`src/rtl/scoreboard_fifo.sv`:
```
// rtl/scoreboard_fifo.sv - expected-result FIFO scoreboard with saturating statistics
// Optional first-mismatch capture (first_idx/first_act/first_exp) enabled by `define SCB_FIRST_ERR_EN.
module scoreboard_fifo #(
  parameter int DATA_W = 128,
  parameter int DEPTH  = 8,
  parameter int CNT_W  = 32
) (
  input  logic                    clk,
  input  logic                    rst,
  input  logic [DATA_W-1:0]       exp_data,
  input  logic                    exp_valid,
  output logic                    exp_ready,
  input  logic [DATA_W-1:0]       act_data,
  input  logic                    act_valid,
  input  logic                    clear,
  output logic [CNT_W-1:0]        total,
  output logic [CNT_W-1:0]        correct,
  output logic [CNT_W-1:0]        underflow_cnt,
  output logic [DATA_W-1:0]       err_act,
  output logic [DATA_W-1:0]       err_exp,
  output logic [$clog2(DEPTH):0]  level,
`ifdef SCB_FIRST_ERR_EN
  output logic [CNT_W-1:0]        first_idx,
  output logic [DATA_W-1:0]       first_act,
  output logic [DATA_W-1:0]       first_exp,
`endif
  output logic                    mismatch
);

  localparam int PTR_W = $clog2(DEPTH);
  localparam int LVL_W = PTR_W + 1;
  localparam logic [LVL_W-1:0] FULL_LVL = LVL_W'(DEPTH);

  logic [DATA_W-1:0] r_mem [DEPTH];
  logic [PTR_W-1:0]  r_wr_ptr;
  logic [PTR_W-1:0]  r_rd_ptr;
  logic [LVL_W-1:0]  r_level;

  logic [CNT_W-1:0]  r_total;
  logic [CNT_W-1:0]  r_correct;
  logic [CNT_W-1:0]  r_underflow;
  logic [DATA_W-1:0] r_err_act;
  logic [DATA_W-1:0] r_err_exp;
  logic              r_mismatch;
`ifdef SCB_FIRST_ERR_EN
  logic [CNT_W-1:0]  r_first_idx;
  logic [DATA_W-1:0] r_first_act;
  logic [DATA_W-1:0] r_first_exp;
`endif

  logic              w_empty;
  logic              w_push;
  logic              w_pop;
  logic [DATA_W-1:0] w_head;

  function automatic logic [CNT_W-1:0] sat_inc(input logic [CNT_W-1:0] v);
    return (v == {CNT_W{1'b1}}) ? v : v + CNT_W'(1);
  endfunction

  // A push into an empty FIFO is not visible to an act in the same cycle: that act is an underflow.
  assign w_empty   = (r_level == '0);
  assign exp_ready = (r_level < FULL_LVL);
  assign w_push    = exp_valid && exp_ready && !rst;
  assign w_pop     = act_valid && !w_empty && !rst;
  assign w_head    = r_mem[r_rd_ptr];

  always_ff @(posedge clk) begin
    if (w_push) begin
      r_mem[r_wr_ptr] <= exp_data;
    end
  end

  always_ff @(posedge clk) begin
    if (rst) begin
      r_wr_ptr <= '0;
      r_rd_ptr <= '0;
      r_level  <= '0;
    end else begin
      if (w_push) r_wr_ptr <= r_wr_ptr + PTR_W'(1);
      if (w_pop)  r_rd_ptr <= r_rd_ptr + PTR_W'(1);
      case ({w_push, w_pop})
        2'b10:   r_level <= r_level + LVL_W'(1);
        2'b01:   r_level <= r_level - LVL_W'(1);
        default: r_level <= r_level;
      endcase
    end
  end

  // clear only touches statistics; the FIFO block above keeps popping regardless.
  always_ff @(posedge clk) begin
    if (rst || clear) begin
      r_total     <= '0;
      r_correct   <= '0;
      r_underflow <= '0;
      r_err_act   <= '0;
      r_err_exp   <= '0;
      r_mismatch  <= 1'b0;
`ifdef SCB_FIRST_ERR_EN
      r_first_idx <= '0;
      r_first_act <= '0;
      r_first_exp <= '0;
`endif
    end else if (act_valid) begin
      r_total <= sat_inc(r_total);
      if (w_empty) begin
        r_underflow <= sat_inc(r_underflow);
      end else if (act_data == w_head) begin
        r_correct <= sat_inc(r_correct);
      end else begin
        r_err_act  <= act_data;
        r_err_exp  <= w_head;
        r_mismatch <= 1'b1;
`ifdef SCB_FIRST_ERR_EN
        if (!r_mismatch) begin
          r_first_idx <= r_total;
          r_first_act <= act_data;
          r_first_exp <= w_head;
        end
`endif
      end
    end
  end

  assign total         = r_total;
  assign correct       = r_correct;
  assign underflow_cnt = r_underflow;
  assign err_act       = r_err_act;
  assign err_exp       = r_err_exp;
  assign mismatch      = r_mismatch;
  assign level         = r_level;
`ifdef SCB_FIRST_ERR_EN
  assign first_idx     = r_first_idx;
  assign first_act     = r_first_act;
  assign first_exp     = r_first_exp;
`endif

endmodule
```
`config.mk`:
```
export PLATFORM = sky130hd
export DESIGN_NAME = scoreboard_fifo
export DESIGN_NICKNAME = d
export VERILOG_FILES = /design/src/rtl/scoreboard_fifo.sv
export SDC_FILE = /design/constraint.sdc
export NUM_CORES = 1
export LEC_CHECK = 0
export CAP_MARGIN = 15
export CORE_MARGIN = 2
export CORE_UTILIZATION = 48
export CTS_CLUSTER_DIAMETER = 150
export CTS_CLUSTER_SIZE = 28
export DETAILED_ROUTE_END_ITERATION = 10
export DONT_BUFFER_PORTS = 1
export HOLD_SLACK_MARGIN = 0.03
export PLACE_DENSITY = 0.64
export SLEW_MARGIN = 20
export SYNTH_ARGS = -nofsm -noshare
export SYNTH_HDL_FRONTEND = slang
export SYNTH_SLANG_ARGS = --single-unit
```
`constraint.sdc`:
```
create_clock -name clk -period 12.3 [get_ports clk]
set_clock_uncertainty 0.1 [all_clocks]
set_input_delay 2.46 -clock clk [delete_from_list [all_inputs] [get_ports clk]]
set_output_delay 2.46 -clock clk [all_outputs]
set_load 0.02 [all_outputs]
```
==> flow_summary_export.csv <==
group,metric,value,unit
sta,rsz0062_at_grt,"no",
floorplan,fp.dieH,341,µm
finish,regArea,38100,µm²
clocking,postCtsSetupBuffers,0,
critical_path,crit_arrival,7.27,ns
clocking,hold_buffers,0,
clocking,cts_sinks,1390,
synth,synth.distinct_cells,63,
synth,synthTopCellsByArea,"edfxtp_1 (57%), dfxtp_1 (13%), mux4_2 (6.4%)",
synth,yosys-top-cells-count,"edfxtp_1 (1024), dfxtp_1 (366), nor2_1 (306)",
placed_design,dp_slack,5.38,ns
clocking,cts.htree.levels,2,
synth,synth.yosys.seq_area_share,70.0,%
placed_design,dp_cells,4784,
sta,setup_viol,0,
critical_path,cp-end-kind,"flip-flop",
synth,yosysTopAreaCell,"edfxtp_1",
flow_run,drv_cap,0,
finish,nFillCells,9295,
detailed_routing,vias,28932,
synth,ys_ff_latch,1390,
hold_path,hold_start,"r_wr_ptr[0]",
synth,synth_edf_count,1024,
critical_path,cpMaxStageDelayCell,"a221oi_1",
global_routing,antenna_found_initial,1,
finish,drive_gt1_share,12.5,%
power,power,8.32,mW
synth,netlist.area_leader.share,56.6,%
power,p_leak,17.0,nW
floorplan,row_count,123,
floorplan,die_area,116000,µm²
finish,nets,3611,
detailed_routing,drt_iter0_markers,2516,
clocking,clock_path_buffers,3,
floorplan,core_area,112000,µm²
sta,max_freq,148,MHz
detailed_routing,wl_met2,72400,µm
sta,period_needed,6.74,ns
sta,slew_headroom,23.9,%
detailed_routing,vias_per_cell,5.92,
detailed_routing,wirelength,146000,µm
global_routing,grt_pass1_vias,28067,
detailed_routing,routedWlPerCell,29.9,µm
clocking,clkTransAtPathRegs,0.11,ns
placed_design,post-dp-hpwl,95600,µm
synth,synth.most_common_cell,"edfxtp_1",
critical_path,reg2reg_slack,5.56,ns
synth,syn_inst,3418,
finish,instances_no_fill,4887,
clocking,cts.repair.resized,0,
synth,synth_fp_nets,3688,
floorplan,ioPinCount,619,
hold_path,min_path_cells,2,
critical_path,timing.rr.end,"correct[7]",
power,vdd_drop_max,0.000102,V
status,status,"finished clean",
sta,tightest_slew,1.14,ns
detailed_routing,drtAntennaViolNets,0,
clocking,cts_tree,"yes",
sta,setup_tns,0,ns
global_routing,grt_max_degree,181,
detailed_routing,met3_length,12700,µm
floorplan,initial_core_util,48.4,%
synth,ys_warn_count,0,
synth,synth_ff_type,"edfxtp_1",
synth,avgSynthCellArea,15.9,µm²
global_routing,grt-ovfl-total,0,
critical_path,required,12.83,ns
critical_path,crit_type,"reg -> reg",
sta,period_share,54.8,%
hold_path,hold_end,"r_wr_ptr[0]",
power,p_per_area,145,nW/µm²
finish,multi_input_area,15200,µm²
critical_path,critPathBufInv,2,
critical_path,critPathMaxStageDelay,0.88,ns
finish,syn2layout_area_growth,5.44,%
floorplan,die_x,341,µm
sta,hold_violations,0,
global_routing,track_usage,24.6,%
clocking,cts_root_buf,"clkbuf_16",
synth,synth_area,54400,µm²
synth,async_flop_share,0,%
sta,worst_slack,5.56,ns
clocking,clk_latency,0.71,ns
clocking,cts_made_buffers,55,
detailed_routing,routedLengthMet1,58900,µm
critical_path,path_cells,"buf_12, nand2b_1, buf_4, o22ai_1, a221oi_1, xnor2_1, nand4_1, nor4_1, and4_1, nand2_2, or4_1, a21oi_1",
critical_path,worst-path-max-fanout,81,
detailed_routing,dr.max_layer_used,"met4",
sta,slew_violations,0,
global_routing,grt_pass1_wl,207000,µm
placed_design,gp_congestion,0.851,
critical_path,r2r_cells,12,
hold_path,hp-class,"reg -> reg",
critical_path,worst_setup_path_start_kind,"flip-flop",
placed_design,io_buffers,0,
detailed_routing,first_pass_iters,5,
critical_path,path_delay_family,"simple AND/OR/NAND/NOR gates",
detailed_routing,drt_drc_violations_left,0,
==> layout by cell type, fill, tap and decap left out, drive strengths merged, types with 7 or more instances in the layout <==
master,n
a211oi,53
a21oi,40
a221oi,31
and2,8
and3,11
and4,10
buf,48
clkbuf,101
dfxtp,366
edfxtp,1024
ha,8
inv,25
mux2,124
mux2i,261
mux4,168
nand2,152
nand2b,12
nand3,102
nand4,44
nor2,306
nor3,18
nor4,25
o21ai,130
o22ai,52
o311ai,8
o41ai,7
or3,63
xnor2,90
xor2,65
==> cells by family (layout without fill, tap and decap cells) <==
group | Yosys count | in the layout | share of synthesized area (%)
AO/OA/AOI/OAI | 339 | 339 | 3.97
AND/OR/NAND/NOR | 766 | 766 | 6.58
buffers and inverters | 206 | 174 | 2.20
multiplexers | 553 | 553 | 14.5
XOR/XNOR | 155 | 155 | 2.50
flip-flops | 1390 | 1390 | 70.0
adder cells (fa/ha/maj) | 9 | 9 | 0.221
other | 0 | 1 | 0
==> report_power, final <==
part / switching (mW) / internal, mW / total (mW) / leakage, nW
Combinational: 0.511 / 0.308 / 0.819 / 4.05
Clock: 1.39 / 0.888 / 2.28 / 0.760
Sequential: 0.113 / 5.11 / 5.22 / 12.2
Total: 2.01 / 6.30 / 8.32 / 17.0
==> registers in the layout, summed over array words and instances (netlist names), named ones only <==
name / flops
underflow_cnt: 32
err_exp: 128
level: 4
mismatch: 1
err_act: 128
r_mem: 1024
r_rd_ptr: 3
correct: 32
r_wr_ptr: 3
total: 32
==> per-stage QoR <==
stage          util [%]  hold WS (ns)  area [µm²]
2_1_floorplan         -         0.359       54400
3_3_place_gp       49.6         0.373       55700
3_5_place_dp       49.6         0.385       55700
4_1_cts            51.0         0.402       57300
5_1_grt            51.0         0.449       57300
6_report           51.0         0.403       57300
==> final cells by class <==
type	count	share of cell area, %
tap	1500	3.27
timing repair buffer	48	0.825
clock inverter	1	0.0196
inverter	24	0.157
clock buffer	101	2.78
sequential	1390	66.5
multi-input combinational	1822	26.5
antenna	1	0.00437
==> layer usage <==
| metal | vias to the layer above | track usage (%) |
|---|---|---|
| met4 | 0 | 3.86 |
| met5 | - | 0 |
| met3 | 106 | 7.01 |
| met2 | 939 | 41.8 |
| li1 | 12898 | - |
| met1 | 14989 | 31.9 |
==> worst reg2reg max path: cells and delay by family (launching register included) <==
family	cells	cell delay [ns]
xor gates and xnor gates	1	0.21
and+or+nand+nor	6	3.47
DFF	1	0.83
AOI/OAI and AO/OA	3	1.15
buffers and inverters	2	0.93
==> worst max-delay path by stage <==
stage / slack, ns / to / startpoint / depth (start not counted)
global route: 5.28 / correct[7] / flip-flop / 12
detailed placement: 5.38 / correct[7] / flip-flop / 12
finish: 5.56 / correct[7] / flip-flop / 12
floorplan: 3.31 / r_mem[4][0] / rst / 4
global placement: 5.11 / correct[7] / flip-flop / 12
CTS: 5.38 / correct[7] / flip-flop / 12
Power figures use the tool's default switching activity.
